===== config.mk =====
export PLATFORM = sky130hd
export DESIGN_NAME = mssd_serializer
export DESIGN_NICKNAME = d
export VERILOG_FILES = /design/src/rtl/mssd_serializer.sv
export SDC_FILE = /design/constraint.sdc
export NUM_CORES = 1
export LEC_CHECK = 0
export CORE_ASPECT_RATIO = 1.25
export CORE_UTILIZATION = 54
export DETAILED_ROUTE_END_ITERATION = 10
export PLACE_DENSITY = 0.8
export RECOVER_POWER = 100
export SYNTH_ARGS = -nofsm -noshare
export SYNTH_HDL_FRONTEND = slang
export SYNTH_SLANG_ARGS = --single-unit

===== constraint.sdc =====
create_clock -name Clk -period 2.07 [get_ports Clk]
set_input_delay 0.414 -clock Clk [delete_from_list [all_inputs] [get_ports Clk]]
set_output_delay 0.414 -clock Clk [all_outputs]
set_load 0.03 [all_outputs]

===== src/rtl/mssd_serializer.sv =====
// mssd_serializer: serialises port/len/data requests into the MSSD frame format
// (start 0, 2-bit port, 4-bit length, N payload bits MSB first, idle-high stop bits).
module mssd_serializer #(
    parameter int STOP_BITS = 1
) (
    input  logic        Clk,
    input  logic        reset,
    input  logic        inValid,
    output logic        inReady,
    input  logic [1:0]  port,
    input  logic [3:0]  len,
    input  logic [14:0] data,
    output logic        serOut,
    output logic        busy,
    output logic        done
);
    typedef enum logic [2:0] {S_IDLE, S_START, S_ADDR, S_LEN, S_DATA, S_STOP} state_t;
    localparam logic [3:0] STOP_LOAD = 4'(STOP_BITS - 1);
    state_t      r_state;
    logic [3:0]  r_cnt;
    logic [3:0]  r_len;
    logic [1:0]  r_port;
    logic [14:0] r_data;
    logic        r_ser;
    logic        r_done;
    logic [3:0]  w_cm1;
    logic [3:0]  w_lm1;
    assign w_cm1   = r_cnt - 4'd1;
    assign w_lm1   = r_len - 4'd1;
    assign inReady = r_state == S_IDLE;
    assign busy    = r_state != S_IDLE;
    assign serOut  = r_ser;
    assign done    = r_done;
    // r_cnt holds the index of the bit currently on the line; the next bit is chosen one edge early
    always_ff @(posedge Clk or negedge reset) begin
        if (!reset) begin
            r_state <= S_IDLE;
            r_ser   <= 1'b1;
            r_done  <= 1'b0;
            r_cnt   <= '0;
            r_port  <= '0;
            r_len   <= '0;
            r_data  <= '0;
        end else begin
            r_done <= 1'b0;
            case (r_state)
                S_IDLE: if (inValid) begin
                    r_state <= S_START;
                    r_ser   <= 1'b0;
                    r_port  <= port;
                    r_len   <= len;
                    r_data  <= data;
                end
                S_START: begin
                    r_state <= S_ADDR;
                    r_ser   <= r_port[1];
                    r_cnt   <= 4'd1;
                end
                S_ADDR: if (r_cnt != 4'd0) begin
                    r_ser <= r_port[w_cm1[0]];
                    r_cnt <= w_cm1;
                end else begin
                    r_state <= S_LEN;
                    r_ser   <= r_len[3];
                    r_cnt   <= 4'd3;
                end
                S_LEN: if (r_cnt != 4'd0) begin
                    r_ser <= r_len[w_cm1[1:0]];
                    r_cnt <= w_cm1;
                end else if (r_len != 4'd0) begin
                    r_state <= S_DATA;
                    r_ser   <= r_data[w_lm1];
                    r_cnt   <= w_lm1;
                end else begin
                    r_state <= S_STOP;
                    r_ser   <= 1'b1;
                    r_done  <= 1'b1;
                    r_cnt   <= STOP_LOAD;
                end
                S_DATA: if (r_cnt != 4'd0) begin
                    r_ser <= r_data[w_cm1];
                    r_cnt <= w_cm1;
                end else begin
                    r_state <= S_STOP;
                    r_ser   <= 1'b1;
                    r_done  <= 1'b1;
                    r_cnt   <= STOP_LOAD;
                end
                S_STOP: if (r_cnt != 4'd0) r_cnt <= w_cm1;
                        else r_state <= S_IDLE;
                default: begin
                    r_state <= S_IDLE;
                    r_ser   <= 1'b1;
                end
            endcase
        end
    end
endmodule


## Word level (Yosys, flattened, before mapping)

Cells that the tools add are included.
Widths: inputs -> output; s select.

- Bits in registers: 30
- Output and inout port bits: 4
- Input port bits: 24
- Memories: 0
- Memory bits (writable): 0
- Logic and storage cells: 65
- Bits in latches: 0
- ROM bits: 0

- Divide/modulo/power cells: 0
- Shift operators: 0
- Bitwise operators: 1
- Eq/ne operators: 11
- Multipliers: 0
- Add/sub/neg operators: 2
- Magnitude comparators: 4
- Multiplexer cells: 31
- Reduce and logical (&&, ||, !) cells: 9

Operators with widths:

| cell | number |
|---|---|
| $mux 4 | 5 |
| $pmux 4 s5 | 1 |
| $pmux 3 s6 | 1 |
| $mux 3 | 5 |
| $mux 1 | 14 |
| $ne 2x2->1 const B | 6 |
| $lt 4x5->1 const B | 2 |
| $bmux 1 s4 | 2 |
| $reduce_bool 4->1 | 2 |
| $sub 4x1->4 const B | 2 |
| $eq 3x2->1 const B | 2 |
| $eq 3x3->1 const B | 2 |
| $pmux 1 s6 | 1 |
| $reduce_and 2->1 | 3 |
| $reduce_and 5->1 | 1 |
| $reduce_bool 5->1 | 1 |
| $eq 3x1->1 const B | 1 |
| $logic_not 3->1 | 1 |
| $lt 2x3->1 const B | 1 |
| $reduce_bool 3->1 | 1 |
| $bmux 1 s2 | 1 |
| $lt 1x2->1 const B | 1 |
| $pmux 1 s2 | 1 |
| $not 1->1 | 1 |

## Longest topological paths before layout

Gate-level depths: netlist (run 1).

- Word-level depth: 6
- Gate-level depth with buffers: 9
- Gate-level depth less buffers: 7

## Worst setup path after synthesis (run 1)

Ideal clock, no wire load.

- Kind: reg2reg
- Start: reg r_state[1]
- End: reg r_data[14]
- Data required time: 1.943 ns
- Stages on the path, launching flop included: 8
- Arrival time: 1.824 ns
- Setup slack: 0.118 ns
- Path through: dfrtp_1 nor2_1 nand2_1 inv_2 and2_1 buf_2 buf_6 mux2_1

- Longest elaborated chain between the ends: 2

RTL lines:

| item | line | source |
|---|---|---|
| start, declared | 19 | `state_t r_state;` |
| start signal, assigned | 37 | `r_state <= S_IDLE;` |
| start signal, assigned | 48 | `r_state <= S_START;` |
| start signal, assigned | 55 | `r_state <= S_ADDR;` |
| $logic_not 3->1 | n/a |  |
| named net inReady | 9 | `output logic inReady,` |
| $reduce_and 2->1 (no line) | n/a |  |
| end signal, assigned | 52 | `r_data <= data;` |
| end, declared | 23 | `logic [14:0] r_data;` |

The timed path passes the listed nets, and every way through them passes these cells.
A chain may end at the register's enable or synchronous reset.

## Worst setup path after layout (run 1)

- Start: reg r_cnt[0]
- End: reg r_cnt[0]

- Longest elaborated chain between the ends: 3

RTL lines:

| item | line | source |
|---|---|---|
| start, declared | 20 | `logic [3:0] r_cnt;` |
| start signal, assigned | 61 | `r_cnt <= w_cm1;` |
| start signal, assigned | 69 | `r_cnt <= w_cm1;` |
| start signal, assigned | 73 | `r_cnt <= w_lm1;` |
| $sub 4x1->4 / $reduce_bool 4->1 (equally long branches) | n/a |  |
| $mux 4 (tied with other cells) | 89 | `S_STOP: if (r_cnt != 4'd0) r_cnt <= w_cm1;` |
| $pmux 4 s5 / $reduce_and 2->1 (equally long branches) | n/a |  |

Several ways; a longest one is shown, not always the timed one. The select of a mux whose other input is x is not followed.

==> results.ini, run 1 <==
[run_status]
status=completed

[power]
p_leak_nw=0.9900
power_mw=3.922
power_density_mw_per_mm2=1711
peakVddDrop_v=0.001131

[die]
fp.dieH_um=68.05
rows=23
initial_core_util_pct=57.44
core-area_mm2=0.003281
pin_count=28
fp.dieW_um=54.84
dieArea_mm2=0.003731

[timing]
slew_violations=0
worstMarginPinSlew_ps=745.7
min_period_ps=1975
fin_crit_sh_pct=95.42
layout_setup_ws_ps=94.72
finalSetupViolCount=0
maxSlewHeadroom_pct=50.29
max_freq_ghz=0.5063
clock_skew_ps=1.430
report.final.hold_viol_count=0

[worst_setup_path]
worst_path_largest_cell_delay_ps=400
rrSetupSlack_ps=90
crit_slowest_cell=dfrtp_1
r2r_start=r_cnt[0]
path_buf_inv=1
required_ps=2240
path_class=flop to flop
start_kind=flop
cp_max_fo=5
worstPathCellList=inv_1 -> ha_1 -> nor3b_2 -> nand2_1 -> o221ai_1 -> o311ai_1 -> mux2_2
worstSetupEndpointType=flop
rr_endpoint=r_cnt[0]
cp.arrival_ps=2150
crit_family=simple AND/OR/NAND/NOR gates
rr_worst_depth=7

[layout]
ff_latch_area_um2=752.0
final_cell_mix=29 x dfrtp_1, 22 x clkdlybuf4s50_1, 20 x mux2_1, 11 x nand2_1, 10 x inv_1
synthToLayoutAreaGrowth_pct=21.65
layout_commonest_cell=dfrtp_1
nFillCells=247
drive_gt1_share_pct=14.93
diodes=0
multiInputGateArea_mm2=0.001012
nNetsFinal=228

[synthesis]
synthArstFlopShare_pct=100.0
yosysUniqueCellTypes=48
synth_top_cell_by_area=dfrtp_1
ys.warnings.count=0
ys_seq_elements=30
syn_inst=164
yosys-top-cells-area=dfrtp_1 39%, mux2_1 12%, mux4_1 9.8%, buf_6 3.0%, ha_1 2.7%
post-synth-top-area-fraction_pct=38.51
syn-cell-area_mm2=0.001884
synth_seq_area_share_pct=39.91
syn-num-nets=192
synth_ff_type=dfrtp_1
syn_avg_cell_area_um2=11.49
synth-edff-count=0

[global_routing]
grt_pass1_vias=1575
grt_overflow=0
antenna_found_initial=0
grt_start_max_net_pins=31
grt_usage_pct=27.53
grt_pass1_wl_mm=7.086

[placed_design]
finalWeightedCongestion=0.9228
pre_cts_slack_ps=137.4
buffer_ports.inserted=27
hpwlAfterDp_mm=3.234

[cts]
hold_buffers=0
cts_tree=built
clock_sinks=30
clk_pin_slew_ps=60
clock_tree.htree_level_count=2
clkLatencyLatePin_ps=280
numCtsBuffers=5
clockBufferDepth=2
clockRootBuffer=clkbuf_8

[hold_path]
hp-class=flop to flop
whs_endpoint=r_port[0]
worstHoldStart=r_port[0]
hold_depth=1

[drt]
vias=1493
wl_per_cell_um=18.19
drt_iter0_drc=42
drt-total-wl_mm=4.329
avgViaCountPerCell=6.273
ant_nets=0
first_pass_iters=4
drc=0

[job]
cap_violations=0

[worst register-to-register path, delay by kind of cell, from the launching register on]
kind                     cells  cell delay, ps
multiplexers                 1             270
AND/OR/NAND/NOR              2             540
buffers and inverters        1             130
flip-flops                   1             400
AO/OA/AOI/OAI                2             320
adder cells (fa/ha/maj)      1             180
[metrics by stage]
| step | cell area, um^2 | std cells | utilization [%] | setup TNS [ps] | hold slack, ps |
|---|---|---|---|---|---|
| 2_1_floorplan | 1884 | 164 | - | 0 | 118.4 |
| 3_3_place_gp | 2225 | 230 | 67.81 | 0 | 474.6 |
| 3_5_place_dp | 2225 | 230 | 67.81 | 0 | 493.0 |
| 4_1_cts | 2313 | 238 | 70.52 | 0 | 506.9 |
| 5_1_grt | 2292 | 238 | 69.87 | -28.79 | 526.9 |
| 6_report | 2292 | 238 | 69.87 | 0 | 501.6 |
[registers in the layout, indices dropped and copies added, names as in the netlist]
signal	cells
serOut	1
r_port	2
r_cnt	4
r_len	4
done	1
r_data	15
r_state	3
[synthesized netlist by cell type, types with 2 or more instances]
cell type	instances
xnor2_1	2
o31ai_1	2
o32ai_1	2
inv_1	9
nand2b_1	2
o221ai_1	2
mux2i_1	3
buf_2	3
o21ai_1	3
a32oi_1	2
mux2_1	20
nor3_1	2
mux4_1	7
nor2_1	9
nor2b_1	2
xor2_1	2
ha_1	4
mux2_2	3
clkbuf_1	2
nand3_1	4
dfrtp_1	29
a21oi_1	5
and2_1	2
nand2_1	11
buf_6	5
o21ai_0	5
[kinds of logic after synthesis]
kind of cell	synth area share, %
AO/OA/AOI/OAI	12.68
XOR/XNOR	1.860
adder cells (fa/ha/maj)	2.656
buffers and inverters	6.175
flip-flops	39.91
multiplexers	25.10
AND/OR/NAND/NOR	11.62
[worst max path at each step]
stage                     cells after the start         end  startpoint  slack [ps]
after floorplan                               7  r_data[14]  r_state[1]         120
after global placement                        4     inReady  r_state[1]         230
after detailed placement                      7      serOut    r_len[1]         140
after CTS                                     7      serOut    r_len[1]         130
after global routing                          8    r_cnt[0]    r_len[1]         -30
final                                         7    r_cnt[0]    r_cnt[0]          90
[report_power, final]
group          leakage, nW  internal (mW)  switching, mW  total (mW)
clock               0.0482          0.268          0.215       0.482
sequential           0.363          0.879          0.273        1.15
combinational        0.579           1.13           1.16        2.29
total                0.990           2.28           1.64        3.92
[routing by layer]
layer,vias to the layer above,track usage [%],wire [um]
li1,682,-,-
met1,729,29.24,1594
met2,60,47.14,2337
met3,22,5.333,200
met4,0,19.23,196
met5,-,0,0
[repair_timing]
item | 4_1_cts | 5_1_grt
endpoints found under the hold margin | 0 | 0
resized for setup | 2 | 1
setup endpoints to repair | 2 | 1
buffers inserted | 0 | 0
[final cells by class]
type / instances / share of cell area [%]
Multi-Input combinational cell: 114 / 44.16
Clock inverter: 1 / 0.2183
Timing Repair Buffer: 39 / 15.39
Inverter: 10 / 1.638
Clock buffer: 7 / 3.766
Sequential cell: 30 / 32.81
Tap cell: 37 / 2.020
No activity file was read; power rests on OpenSTA's default activity.
==> run 2: changes to the inputs <==
Settings changed: ABC_AREA set to 1.
==> run 2 against run 1 <==
  * Clock-buffer cell count down 1
  * Synthesized area up 0.73%
  * Non-clock buffer count down 5
  * Sequential power down 12%
  * Largest power group unchanged
==> results.ini, run 2 <==
[worst_setup_path]
worstPathCellList=dlygate4sd3_1  ; was inv_1 -> ha_1 -> nor3b_2 -> nand2_1 -> o221ai_1 -> o311ai_1 -> mux2_2
start_kind=flop  ; unchanged
worstSetupEndpointType=output pin  ; was flop
crit_slowest_cell=dlygate4sd3_1  ; was dfrtp_1
path_buf_inv=1  ; unchanged
r2r_start=r_state[1]  ; was r_cnt[0]
rrSetupSlack_ps=280  ; was 90 ps
path_class=flop to output pin  ; was flop to flop
cp_max_fo=2  ; was 5
worst_path_largest_cell_delay_ps=730  ; was 400 ps
rr_worst_depth=7  ; unchanged
required_ps=1660  ; was 2240 ps
crit_family=buffers and inverters  ; was simple AND/OR/NAND/NOR gates
cp.arrival_ps=1530  ; was 2150 ps
rr_endpoint=r_data[6]  ; was r_cnt[0]

[synthesis]
yosys-top-cells-area=dfrtp_1 38%, nand2_1 11%, nand3_1 9.0%, a21oi_1 6.6%, inv_1 6.1%  ; was dfrtp_1 39%, mux2_1 12%, mux4_1 9.8%, buf_6 3.0%, ha_1 2.7%
syn_inst=266  ; was 164
ys_seq_elements=30  ; unchanged
synth_seq_area_share_pct=39.62  ; was 39.91%
synth-edff-count=0  ; unchanged
syn-cell-area_mm2=0.001898  ; was 0.001884 mm^2
syn-num-nets=294  ; was 192
yosysUniqueCellTypes=32  ; was 48
synth_ff_type=dfrtp_1  ; unchanged
synth_top_cell_by_area=dfrtp_1  ; unchanged
yosysMostFrequentCell=nand2_1  ; was dfrtp_1
synth_commonest_cells=56 x nand2_1, 34 x nand3_1, 31 x inv_1  ; was 29 x dfrtp_1, 20 x mux2_1, 11 x nand2_1
post-synth-top-area-fraction_pct=38.23  ; was 38.51%
syn_avg_cell_area_um2=7.136  ; was 11.49 um^2
synthArstFlopShare_pct=100.0  ; unchanged
ys.warnings.count=0  ; unchanged

[cts]
clockBufferDepth=2  ; unchanged
clk_pin_slew_ps=60  ; about the same
clkLatencyLatePin_ps=280  ; about the same
clock_tree.htree_level_count=2  ; unchanged
cts_tree=built  ; unchanged
clockRootBuffer=clkbuf_8  ; unchanged
numCtsBuffers=5  ; unchanged
postCtsSetupBuffers=0  ; unchanged
clock_sinks=30  ; unchanged

[die]
fp.dieW_um=55.03  ; was 54.84 um
fp.dieH_um=68.29  ; was 68.05 um
dieArea_mm2=0.003757  ; was 0.003731 mm^2
core-area_mm2=0.003281  ; unchanged
pin_count=28  ; unchanged
initial_core_util_pct=57.86  ; was 57.44%
rows=23  ; unchanged

[global_routing]
grt_pass1_vias=1669  ; was 1,575
antenna_found_initial=0  ; unchanged
grt_pass1_wl_mm=6.913  ; was 7.086 mm
grt_overflow=0  ; unchanged
grt_usage_pct=25.33  ; was 27.53%
grt_start_max_net_pins=31  ; unchanged

[drt]
wl_per_cell_um=12.26  ; was 18.19 um
drc=0  ; unchanged
vias=1807  ; was 1,493
wl_met1_mm=1.837  ; was 1.594 mm
drt_iter0_drc=63  ; was 42
met2WireLength_mm=2.047  ; was 2.337 mm
highest_layer=met4  ; unchanged
first_pass_iters=4  ; unchanged
ant_nets=0  ; unchanged
avgViaCountPerCell=5.394  ; was 6.273
wl_met3_um=138  ; was 200 um
drt-total-wl_mm=4.107  ; was 4.329 mm

[placed_design]
placedCellCount=329  ; was 230
buffer_ports.inserted=27  ; unchanged
finalWeightedCongestion=0.8860  ; was 0.9228
hpwlAfterDp_mm=3.021  ; was 3.234 mm

[hold_path]
hp-class=flop to flop  ; unchanged
whs_endpoint=r_port[0]  ; unchanged
worstHoldStart=r_port[0]  ; unchanged
hold_depth=1  ; unchanged

[layout]
synthToLayoutAreaGrowth_pct=20.04  ; was 21.65%
largestRegisters=r_data: 15 flops, r_cnt: 4 flops, r_len: 4 flops  ; unchanged
layout_commonest_cell=nand2_1  ; was dfrtp_1
final_cells=335  ; was 238
regMostFlops=r_data  ; unchanged
largest_register_ffs=15  ; unchanged
nNetsFinal=327  ; was 228
drive_gt1_share_pct=9.396  ; was 14.93%
final_cell_mix=57 x nand2_1, 34 x nand3_1, 33 x inv_1, 31 x nor2_1, 29 x dfrtp_1  ; was 29 x dfrtp_1, 22 x clkdlybuf4s50_1, 20 x mux2_1, 11 x nand2_1, 10 x inv_1
nFillCells=289  ; was 247
diodes=0  ; unchanged

[timing]
min_period_ps=1948  ; was 1975 ps
clock_skew_ps=1.924  ; was 1.430 ps
worstMarginPinSlew_ps=725.5  ; was 745.7 ps
fin_crit_sh_pct=94.11  ; was 95.42%
max_freq_ghz=0.5133  ; was 0.5063 GHz
report.final.hold_viol_count=0  ; unchanged
setup_tns_ps=0  ; unchanged
maxSlewHeadroom_pct=51.63  ; was 50.29%
finalSetupViolCount=0  ; unchanged
slew_violations=0  ; unchanged
rsz0062_at_grt=false

[job]
cap_violations=0  ; unchanged

[power]
power_density_mw_per_mm2=1609  ; was 1711 mW/mm^2
peakVddDrop_v=0.0009081  ; was 0.001131 V
p_leak_nw=1.127  ; was 0.9900 nW

[run_status]
status=completed  ; unchanged

run 2: cell count changes after synthesis, sizes merged, moves of 3 or more:
cell / change
nor2: +25
nand3: +31
a21oi: +21
o21ai: +5
mux4: -7
inv: +29
mux2: -21
nand2: +47
mux2i: -3
run 2: report_power, final:
group | internal (mW) | switching (mW) | total, mW
registers | 0.858 | 0.156 | 1.01
logic | 0.803 | 1.39 | 2.20
clock network | 0.256 | 0.200 | 0.455
total | 1.92 | 1.75 | 3.67
run 2: final cells by class:
class	instances	area (um^2)	share of cell area (%)
tap	37	46.29	2.032
multi-input combinational	189	939.7	41.24
sequential	30	752.0	33.00
clock buffer	6	82.58	3.624
inverter	39	146.4	6.425
timing repair buffer	34	311.5	13.67
run 2: how the worst max path moves through the flow:
stage,startpoint,endpoint,slack [ps],cells past startpoint
floorplan,r_cnt[0],serOut,370,13
global placement,r_state[1],inReady,250,4
detailed placement,r_state[1],inReady,220,4
CTS,serOut,serOut,180,1
global route,serOut,serOut,90,1
finish,serOut,serOut,120,1
run 2: metal layers:
metal / track usage, % / vias up
li1: - / 924
met1: 32.04 / 840
met4: 10.31 / 0
met2: 41.57 / 34
met3: 4.667 / 9
met5: 0 / -
run 2: logic make-up after synthesis:
logic type | Yosys count | share of synthesized area [%]
AND/OR/NAND/NOR | 133 | 31.18
AO/OA/AOI/OAI | 48 | 13.84
buffers and inverters | 47 | 10.41
flip-flops | 30 | 39.62
adder cells (fa/ha/maj) | 4 | 2.637
XOR/XNOR | 2 | 0.9230
multiplexers | 2 | 1.384
run 2: timing repair:
| action | 4_1_cts | 5_1_grt |
|---|---|---|
| setup endpoints to repair | 2 | 0 |
| hold buffers | 0 | 0 |
| hold endpoints to repair | 0 | 0 |
| gates resized for setup | 2 | 0 |
run 2: metrics by stage:
step	instance area (um^2)	hold WS (ps)	total power, mW	util (%)	worst slack [ps]
floorplan	1898	118.4	2.725	-	373.9
global placement	2216	509.9	3.211	67.54	250.8
detailed placement	2216	504.7	3.255	67.54	217.8
CTS	2296	522.2	3.709	69.98	182.2
global route	2278	538.4	4.034	69.45	90.34
finish	2278	512.2	3.666	69.45	122.0
==> run 3: changes to the inputs <==
Settings changed: ABC_CLOCK_PERIOD_IN_PS set to 2070, CORE_UTILIZATION 54 to 35, PLACE_DENSITY 0.8 to unset.
==> run 3 against run 2 <==
  * Clock-buffer cell count unchanged
  * Total power increased by 1.4%
  * Sequential power about the same
  * Clock power increased by 9.2%
==> results.ini, run 3 (synthesis gave the netlist of run 2 again) <==
[run_status]
status=completed  ; unchanged

[worst_setup_path]
start_kind=flop  ; unchanged
path_buf_inv=1  ; unchanged
crit_slowest_cell=dlygate4sd3_1  ; unchanged
cp_max_fo=2  ; unchanged
worstPathCellList=dlygate4sd3_1  ; unchanged
crit_family=buffers and inverters  ; unchanged
worst_path_largest_cell_delay_ps=730  ; about the same
crit_cells=1  ; unchanged
rrSetupSlack_ps=270  ; was 280 ps
path_class=flop to output pin  ; unchanged
rr_worst_depth=11  ; was 7
cp.arrival_ps=1550  ; was 1530 ps
worstSetupEndpointType=output pin  ; unchanged
required_ps=1660  ; about the same

[drt]
drt_iter0_drc=112  ; was 63
drc=0  ; unchanged
avgViaCountPerCell=4.948  ; was 5.394
wl_per_cell_um=11.83  ; was 12.26 um
ant_nets=0  ; unchanged
drt-total-wl_mm=4.282  ; was 4.107 mm
vias=1791  ; was 1,807
first_pass_iters=4  ; unchanged

[layout]
nNetsFinal=327  ; unchanged
largest_register_ffs=15  ; unchanged
diodes=0  ; unchanged
fin_util_pct=45.19  ; was 69.45%
regMostFlops=r_data  ; unchanged
synthToLayoutAreaGrowth_pct=22.68  ; was 20.04%
drive_gt1_share_pct=10.33  ; was 9.396%
largestRegisters=r_data: 15 flops, r_cnt: 4 flops, r_len: 4 flops  ; unchanged
layout_commonest_cell=nand2_1  ; unchanged
final_cell_mix=56 x nand2_1, 34 x inv_1, 34 x nand3_1, 31 x nor2_1, 29 x dfrtp_1  ; was 57 x nand2_1, 34 x nand3_1, 33 x inv_1, 31 x nor2_1, 29 x dfrtp_1
final_cell_area_mm2=0.002328  ; was 0.002278 mm^2

[hold_path]
hp-class=flop to flop  ; unchanged
hold_depth=1  ; unchanged

[timing]
clock_skew_ps=5.547  ; was 1.924 ps
slew_violations=0  ; unchanged
fin_crit_sh_pct=94.72  ; was 94.11%
finalSetupViolCount=0  ; unchanged
worstMarginPinSlew_ps=755.6  ; was 725.5 ps
rsz0062_at_grt=false  ; unchanged
max_freq_ghz=0.5100  ; was 0.5133 GHz
maxSlewHeadroom_pct=49.63  ; was 51.63%
report.final.hold_viol_count=0  ; unchanged
min_period_ps=1961  ; was 1948 ps
layout_setup_ws_ps=109.4  ; was 122.0 ps
setup_tns_ps=0  ; unchanged

[die]
initial_core_util_pct=36.84  ; was 57.86%
core-area_mm2=0.005152  ; was 0.003281 mm^2
fp.dieH_um=84.34  ; was 68.29 um
rows=29  ; was 23
pin_count=28  ; unchanged
fp.dieW_um=67.87  ; was 55.03 um
dieArea_mm2=0.005723  ; was 0.003757 mm^2

[cts]
cts_tree=built  ; unchanged
numCtsBuffers=5  ; unchanged
clock_tree.htree_level_count=2  ; unchanged
clkLatencyLatePin_ps=280  ; about the same
hold_buffers=0  ; unchanged
clockBufferDepth=2  ; unchanged
clk_pin_slew_ps=60  ; about the same
clock_sinks=30  ; unchanged
clockRootBuffer=clkbuf_8  ; unchanged

[global_routing]
grt_overflow=0  ; unchanged
grt_usage_pct=17.49  ; was 25.33%
antenna_found_initial=0  ; unchanged
grt_pass1_vias=1760  ; was 1,669
grt_start_max_net_pins=31  ; unchanged
grt_pass1_wl_mm=7.734  ; was 6.913 mm

[placed_design]
placed_area_mm2=0.002247  ; was 0.002216 mm^2
hpwlAfterDp_mm=3.207  ; was 3.021 mm
buffer_ports.inserted=27  ; unchanged
finalWeightedCongestion=0.8581  ; was 0.8860
pre_cts_slack_ps=215.0  ; was 217.8 ps

[power]
p_leak_nw=1.139  ; was 1.127 nW
power_density_mw_per_mm2=1597  ; was 1609 mW/mm^2
peakVddDrop_v=0.0006010  ; was 0.0009081 V

[job]
cap_violations=0  ; unchanged

[run 3: through the flow]
step,hold WS [ps],power (mW),cells
floorplan,118.4,2.725,266
global placement,514.3,3.275,354
detailed placement,522.7,3.288,354
CTS,527.9,3.784,362
global route,554.3,4.118,362
finish,512.3,3.718,362
[run 3: where the power goes]
part,switching (mW),total (mW),internal [mW]
combinational,1.41,2.21,0.804
clock,0.231,0.497,0.267
sequential,0.150,1.01,0.857
total,1.79,3.72,1.93
[run 3: path summary, 6_finish.rpt]
path                           start   endpoint
max in group asynchronous      reset  r_data[2]
min in group asynchronous      reset  r_port[0]
max                           serOut     serOut
max reg2reg                 r_len[0]     serOut
min reg2reg                r_port[0]  r_port[0]
min                        r_port[0]  r_port[0]
[run 3: layout make-up]
cell class	instances	area, um^2
fill	571	2824
timing repair buffer	34	315.3
sequential	30	752.0
inverter	39	146.4
multi-input combinational	189	942.2
tap	62	77.57
clock inverter	2	12.51
clock buffer	6	82.58
[run 3: timing repair]
action / CTS / global route
gates resized for setup: 2 / 0
setup buffers: 0 / 0
endpoints found under the hold margin: 0 / 0
setup endpoints to repair: 2 / 0
[run 3: routing by layer]
metal	track usage [%]	up-vias	share of wire [%]
li1	-	923	-
met1	22.49	835	46
met2	28.62	28	51
met3	2.853	5	2.6
met4	6.818	0	0.79
met5	0	-	0
